<file path="config.mk">
export PLATFORM = sky130hd
export DESIGN_NAME = dmem_block_mover_flat
export DESIGN_NICKNAME = d
export VERILOG_FILES = /design/src/rtl/dmem_block_mover_if.sv /design/src/rtl/dmem_block_mover.sv /design/src/flat_wrapper.sv
export SDC_FILE = /design/constraint.sdc
export NUM_CORES = 1
export LEC_CHECK = 0
export BUFFER_PORTS_ARGS = -buffer_cell sky130_fd_sc_hd__buf_4
export CAP_MARGIN = 20
export CORE_MARGIN = 5
export CORE_UTILIZATION = 46
export CTS_CLUSTER_SIZE = 10
export DETAILED_ROUTE_END_ITERATION = 12
export GPL_ROUTABILITY_DRIVEN = 0
export PLACE_DENSITY = 0.76
export SLEW_MARGIN = 20
export SYNTH_ARGS = -nofsm -noshare
export SYNTH_HDL_FRONTEND = slang
export SYNTH_SLANG_ARGS = --single-unit
</file>
<file path="constraint.sdc">
create_clock -name clk -period 2.4 [get_ports clk]
set_input_delay 0.6 -clock clk [delete_from_list [all_inputs] [get_ports clk]]
set_output_delay 0.6 -clock clk [all_outputs]
set_load 0.01 [all_outputs]
</file>
<file path="src/rtl/dmem_block_mover_if.sv">
// Command and memory-bus signals for the data-memory block mover.
// The master modport is the mover; the slave modport is the CPU/memory side.
interface dmem_block_mover_if #(
    parameter int ADDR_W = 16,
    parameter int DATA_W = 16,
    parameter int LEN_W  = 7
);
    logic              start;
    logic              mode;
    logic [ADDR_W-1:0] src_addr;
    logic [ADDR_W-1:0] dst_addr;
    logic [LEN_W-1:0]  length;
    logic [DATA_W-1:0] fill_data;
    logic              busy;
    logic              done;
    logic              mem_read;
    logic              mem_write;
    logic [ADDR_W-1:0] address;
    logic [DATA_W-1:0] write_data;
    logic [DATA_W-1:0] read_data;

    modport master (
        input  start, mode, src_addr, dst_addr, length, fill_data, read_data,
        output busy, done, mem_read, mem_write, address, write_data
    );

    modport slave (
        output start, mode, src_addr, dst_addr, length, fill_data, read_data,
        input  busy, done, mem_read, mem_write, address, write_data
    );
endinterface

</file>
<file path="src/rtl/dmem_block_mover.sv">
// Block copy / block fill engine that owns the 64x16 data-memory port while busy.
// Copy costs two cycles per word (read then write); fill writes one word per cycle.
//
// state | meaning
// IDLE  | waiting for start; done pulses here for one cycle after a transfer
// RD    | copy only: mem_read at source address
// WR    | mem_write at destination; data is read_data (copy) or fill value
module dmem_block_mover #(
    parameter int ADDR_W = 16,
    parameter int DATA_W = 16,
    parameter int LEN_W  = 7
) (
    input  logic                clk,
    input  logic                rst,
    dmem_block_mover_if.master  bus
);
    typedef enum logic [1:0] {
        S_IDLE = 2'd0,
        S_RD   = 2'd1,
        S_WR   = 2'd2
    } state_t;

    localparam logic [LEN_W-1:0] MAX_LEN = LEN_W'(64);

    state_t            r_state;
    state_t            w_next;
    logic [ADDR_W-1:0] r_src;
    logic [ADDR_W-1:0] r_dst;
    logic [LEN_W-1:0]  r_rem;
    logic [DATA_W-1:0] r_fill;
    logic              r_mode;
    logic              r_done;
    logic [LEN_W-1:0]  w_len_clamp;
    logic              w_accept;
    logic              w_last;

    assign w_len_clamp = (bus.length > MAX_LEN) ? MAX_LEN : bus.length;
    assign w_accept    = (r_state == S_IDLE) && bus.start;
    assign w_last      = (r_rem == LEN_W'(1));

    always_ff @(posedge clk or posedge rst) begin
        if (rst) r_state <= S_IDLE;
        else     r_state <= w_next;
    end

    always_comb begin
        w_next = r_state;
        case (r_state)
            S_IDLE: begin
                if (w_accept && (w_len_clamp != '0))
                    w_next = bus.mode ? S_WR : S_RD;
            end
            S_RD:   w_next = S_WR;
            S_WR: begin
                if (w_last)       w_next = S_IDLE;
                else if (!r_mode) w_next = S_RD;
            end
            default: w_next = S_IDLE;
        endcase
    end

    always_ff @(posedge clk or posedge rst) begin
        if (rst) begin
            r_src  <= '0;
            r_dst  <= '0;
            r_rem  <= '0;
            r_fill <= '0;
            r_mode <= 1'b0;
            r_done <= 1'b0;
        end else begin
            r_done <= (w_accept && (w_len_clamp == '0)) || ((r_state == S_WR) && w_last);
            if (w_accept) begin
                r_src  <= bus.src_addr;
                r_dst  <= bus.dst_addr;
                r_rem  <= w_len_clamp;
                r_fill <= bus.fill_data;
                r_mode <= bus.mode;
            end else if (r_state == S_WR) begin
                // Both pointers advance per written word; address math wraps at 2^ADDR_W.
                r_src <= r_src + ADDR_W'(1);
                r_dst <= r_dst + ADDR_W'(1);
                r_rem <= r_rem - LEN_W'(1);
            end
        end
    end

    always_comb begin
        bus.busy       = 1'b0;
        bus.done       = r_done;
        bus.mem_read   = 1'b0;
        bus.mem_write  = 1'b0;
        bus.address    = '0;
        bus.write_data = r_fill;
        case (r_state)
            S_RD: begin
                bus.busy     = 1'b1;
                bus.mem_read = 1'b1;
                bus.address  = r_src;
            end
            S_WR: begin
                bus.busy      = 1'b1;
                bus.mem_write = 1'b1;
                bus.address   = r_dst;
                if (!r_mode) bus.write_data = bus.read_data;
            end
            default: ;
        endcase
    end
endmodule

</file>
<file path="src/flat_wrapper.sv">
// flat-port wrapper written by rule: the top's interface ports become plain ports
module dmem_block_mover_flat 
#(
    parameter int ADDR_W = 16,
    parameter int DATA_W = 16,
    parameter int LEN_W  = 7
)
  (clk, rst, bus_start, bus_mode, bus_src_addr, bus_dst_addr, bus_length, bus_fill_data, bus_read_data, bus_busy, bus_done, bus_mem_read, bus_mem_write, bus_address, bus_write_data);
  dmem_block_mover_if #(.ADDR_W(ADDR_W), .DATA_W(DATA_W), .LEN_W(LEN_W)) bus_i ();
  input  logic clk;
  input  logic rst;
  input wire logic [$bits(bus_i.start)-1:0] bus_start;
  input wire logic [$bits(bus_i.mode)-1:0] bus_mode;
  input wire logic [$bits(bus_i.src_addr)-1:0] bus_src_addr;
  input wire logic [$bits(bus_i.dst_addr)-1:0] bus_dst_addr;
  input wire logic [$bits(bus_i.length)-1:0] bus_length;
  input wire logic [$bits(bus_i.fill_data)-1:0] bus_fill_data;
  input wire logic [$bits(bus_i.read_data)-1:0] bus_read_data;
  output wire logic [$bits(bus_i.busy)-1:0] bus_busy;
  output wire logic [$bits(bus_i.done)-1:0] bus_done;
  output wire logic [$bits(bus_i.mem_read)-1:0] bus_mem_read;
  output wire logic [$bits(bus_i.mem_write)-1:0] bus_mem_write;
  output wire logic [$bits(bus_i.address)-1:0] bus_address;
  output wire logic [$bits(bus_i.write_data)-1:0] bus_write_data;
  assign bus_i.start = bus_start;
  assign bus_i.mode = bus_mode;
  assign bus_i.src_addr = bus_src_addr;
  assign bus_i.dst_addr = bus_dst_addr;
  assign bus_i.length = bus_length;
  assign bus_i.fill_data = bus_fill_data;
  assign bus_i.read_data = bus_read_data;
  assign bus_busy = bus_i.busy;
  assign bus_done = bus_i.done;
  assign bus_mem_read = bus_i.mem_read;
  assign bus_mem_write = bus_i.mem_write;
  assign bus_address = bus_i.address;
  assign bus_write_data = bus_i.write_data;
  dmem_block_mover #(.ADDR_W(ADDR_W), .DATA_W(DATA_W), .LEN_W(LEN_W)) u_core (.clk(clk), .rst(rst), .bus(bus_i));
endmodule
</file>
==> flow_summary.yaml <==
sta:
  clock-skew-final_ns: 0.00916
  maxClockFrequency_mhz: 423
  timing.final.setup_violations: 0
  pins_over_their_slew_limit: 0
  hold_viol: 0
  period_needed_ns: 2.36
  layout_setup_ws_ns: 0.0357
  rsz0062_at_grt: "true"
  fin_crit_sh: 0.985
  relSlewSlack: 0.573
  max_slew.worst_pin.slew_ns: 0.638
synthesis:
  synth_edf_count: 0
  yosysUniqueCellTypes: 38
  synth_seq_cells: 59
  synth_top_cells_by_count: "106 x sky130_fd_sc_hd__nand2_1, 59 x sky130_fd_sc_hd__dfrtp_1, 39 x sky130_fd_sc_hd__o21ai_0"
  synth_async_sr_flop_share: 1.00
  post_synth_main_area_contributors: "sky130_fd_sc_hd__dfrtp_1 43%, sky130_fd_sc_hd__nand2_1 12%, sky130_fd_sc_hd__o21ai_0 5.7%"
  synthesis.area_um2: 3430
  post-synth-top-count-cell: "sky130_fd_sc_hd__nand2_1"
  synth_top_cell_by_area: "sky130_fd_sc_hd__dfrtp_1"
  ys_seq_area_frac: 0.430
  yosys_warnings: 0
  syn_avg_cell_area_um2: 8.80
  syn_inst: 390
  yosys_most_used_dff: "sky130_fd_sc_hd__dfrtp_1"
  yosys.area.top_type_share: 0.430
  postSynthNetCount: 473
grt:
  wire_length_of_the_first_global_routing_pass_um: 14200
  antenna_found_initial: 0
  first_global_vias: 3106
  gr-usage-all-layers: 0.196
  pin_count_of_the_biggest_net_entering_global_routing: 52
  grt_overflow_total: 0
clocking:
  clock_tree.root_cell: "sky130_fd_sc_hd__clkbuf_8"
  cts.hold.buffers_added: 0
  numCtsBuffers: 9
  clkLatencyLatePin_ns: 0.33
  number_of_buffers_between_clock_root_and_the_deepest_sink: 2
  clkSinkCount: 59
  htree_levels: 3
  worst_setup_hold_path_clk_slew_ns: 0.07
  tritoncts_clock_tree: "yes"
critical_path:
  wp_data_required_ns: 1.80
  worst-endpoint-arrival_ns: 1.76
  setup.worst_path.end_class: "output pin"
  crit_fanout: 8
  setup.worst_path.class: "reg -> out"
  timing.critical_path.from_type: "flop"
place:
  place_worst_setup_slack_ns: 0.180
  place.detailed.hpwl_um: 6410
  placement.cell_area_um2: 4380
  numPortBuffers: 110
route:
  detail_route.wl_per_cell_um: 15.1
  route.detailed.drc: 0
  antenna_violating_nets_post_route: 0
  route.met2.wl_um: 4620
  drt_first_pass_iters: 4
  routed-via-count: 3109
  totalWireLength_um: 9140
  maxUsedRoutingLayer: "met4"
  met3_wirelength_um: 687
  wl_met1_um: 3780
  detail_route.iter0.violations: 109
  detail_route.vias_per_cell: 5.12
power:
  p_per_area_nw_per_um2: 1250
  maximum_vdd_ir_drop_mv: 0.568
  total_leakage_power_nw: 2.16
floorplan:
  floorplan.core_area_um2: 7250
  rows: 31
  fp.dieArea_um2: 9290
  width_of_the_die_um: 96.4
  pin_count: 111
  start_util: 0.473
  chipHeight_um: 96.4
run_status:
  outcome: "finished clean"
finish:
  antennaDiodeCount: 0
  final_nets: 586
  post_route_cells_drive_above_1_share: 0.329
  post-route-cell-area_um2: 4800
  synth_to_layout_area_growth_pct: 40.0
hold_path:
  worstHoldPathType: "in -> async"
job:
  max_cap_violations: 0
-- cell usage in the layout, fill, tap and decap left out, types with 11 or more instances in the layout --
cell,Yosys,final
sky130_fd_sc_hd__mux2_4,1,17
sky130_fd_sc_hd__dfrtp_1,59,58
sky130_fd_sc_hd__a22oi_1,13,13
sky130_fd_sc_hd__buf_4,1,99
sky130_fd_sc_hd__buf_6,0,17
sky130_fd_sc_hd__nor2_1,14,13
sky130_fd_sc_hd__o21ai_0,39,39
sky130_fd_sc_hd__nand2_1,106,106
sky130_fd_sc_hd__xor2_1,17,17
sky130_fd_sc_hd__xnor2_1,19,19
sky130_fd_sc_hd__nand3_1,11,11
sky130_fd_sc_hd__nor2b_1,13,13
-- repair_timing --
| action | in CTS | in global routing |
|---|---|---|
| cloned | 1 | 0 |
| endpoints found under the setup margin | 32 | 25 |
| pin swaps | 1 | 1 |
| setup buffers | 2 | 1 |
| resized for setup | 13 | 39 |
-- worst max-delay path, cell delays in order (launching register included) --
cell	delay (ns)
sky130_fd_sc_hd__dfrtp_1	0.39
sky130_fd_sc_hd__inv_2	0.09
sky130_fd_sc_hd__ha_4	0.16
sky130_fd_sc_hd__inv_4	0.05
sky130_fd_sc_hd__nor2_4	0.14
sky130_fd_sc_hd__buf_8	0.17
sky130_fd_sc_hd__mux2_4	0.32
sky130_fd_sc_hd__buf_6	0.12
-- metal layers --
layer | vias up | global-route usage
li1 | 1551 | -
met1 | 1452 | 0.255
met2 | 102 | 0.328
met3 | 4 | 0.0500
met4 | 0 | 0.0456
met5 | - | 0
-- path summary, 6_finish.rpt --
| path | endpoint | cells past startpoint | from | slack (ns) |
|---|---|---|---|---|
| worst min-delay path | u_core.bus.done | 2 | rst | 0.29 |
| worst min register to register | u_core.r_fill[14] | 2 | u_core.r_fill[14] | 0.49 |
| max in group asynchronous | u_core.r_state[1] | 3 | rst | 1.53 |
| min in group clk | u_core.r_fill[3] | 3 | bus_fill_data[3] | 0.45 |
| worst max-delay path | bus_write_data[2] | 7 | u_core.r_state[0] | 0.04 |
| worst max register to register | u_core.r_src[8] | 8 | u_core.r_state[0] | 0.49 |
-- sequential cells by signal, summed over array words and instances (netlist names) --
signal	flops
u_core.r_mode	1
u_core.r_fill	16
u_core.r_rem	7
u_core.r_state	2
u_core.bus.done	1
u_core.r_src	16
u_core.r_dst	16
-- kinds of logic after synthesis --
family	synth area share
AND/OR/NAND/NOR	0.240
AO/OA/AOI/OAI	0.113
flip-flops	0.430
XOR/XNOR	0.0919
buffers and inverters	0.0325
multiplexers	0.0627
adder cells (fa/ha/maj)	0.0292
-- cell type report --
| type | instances | area [um2] |
|---|---|---|
| Sequential cell | 59 | 1480 |
| Fill cell | 579 | 2450 |
| Clock buffer | 10 | 128 |
| Tap cell | 99 | 124 |
| Clock inverter | 6 | 80.1 |
| Inverter | 9 | 36.3 |
| Timing Repair Buffer | 121 | 1020 |
| Multi-Input combinational cell | 303 | 1940 |
-- through the flow --
| stage | cells | total power [mW] | util | TNS (ns) | hold WS [ns] |
|---|---|---|---|---|---|
| after CTS | 606 | 5.73 | 0.642 | 0 | 0.294 |
| after detailed placement | 587 | 4.61 | 0.604 | 0 | 0.462 |
| after floorplan | 390 | 3.62 | - | 0 | 0.442 |
| after global routing | 607 | 6.47 | 0.662 | -0.680 | 0.319 |
| after global placement | 587 | 4.51 | 0.604 | 0 | 0.458 |
| final | 607 | 6.01 | 0.662 | 0 | 0.294 |
-- power by group --
part           leakage, nW  total, mW  internal [mW]  switching (mW)
combinational         1.33       3.06           1.63            1.43
clock                0.110      0.968          0.578           0.390
sequential           0.728       1.99           1.47           0.512
total                 2.16       6.01           3.68            2.33
No activity file was read; power rests on OpenSTA's default activity.
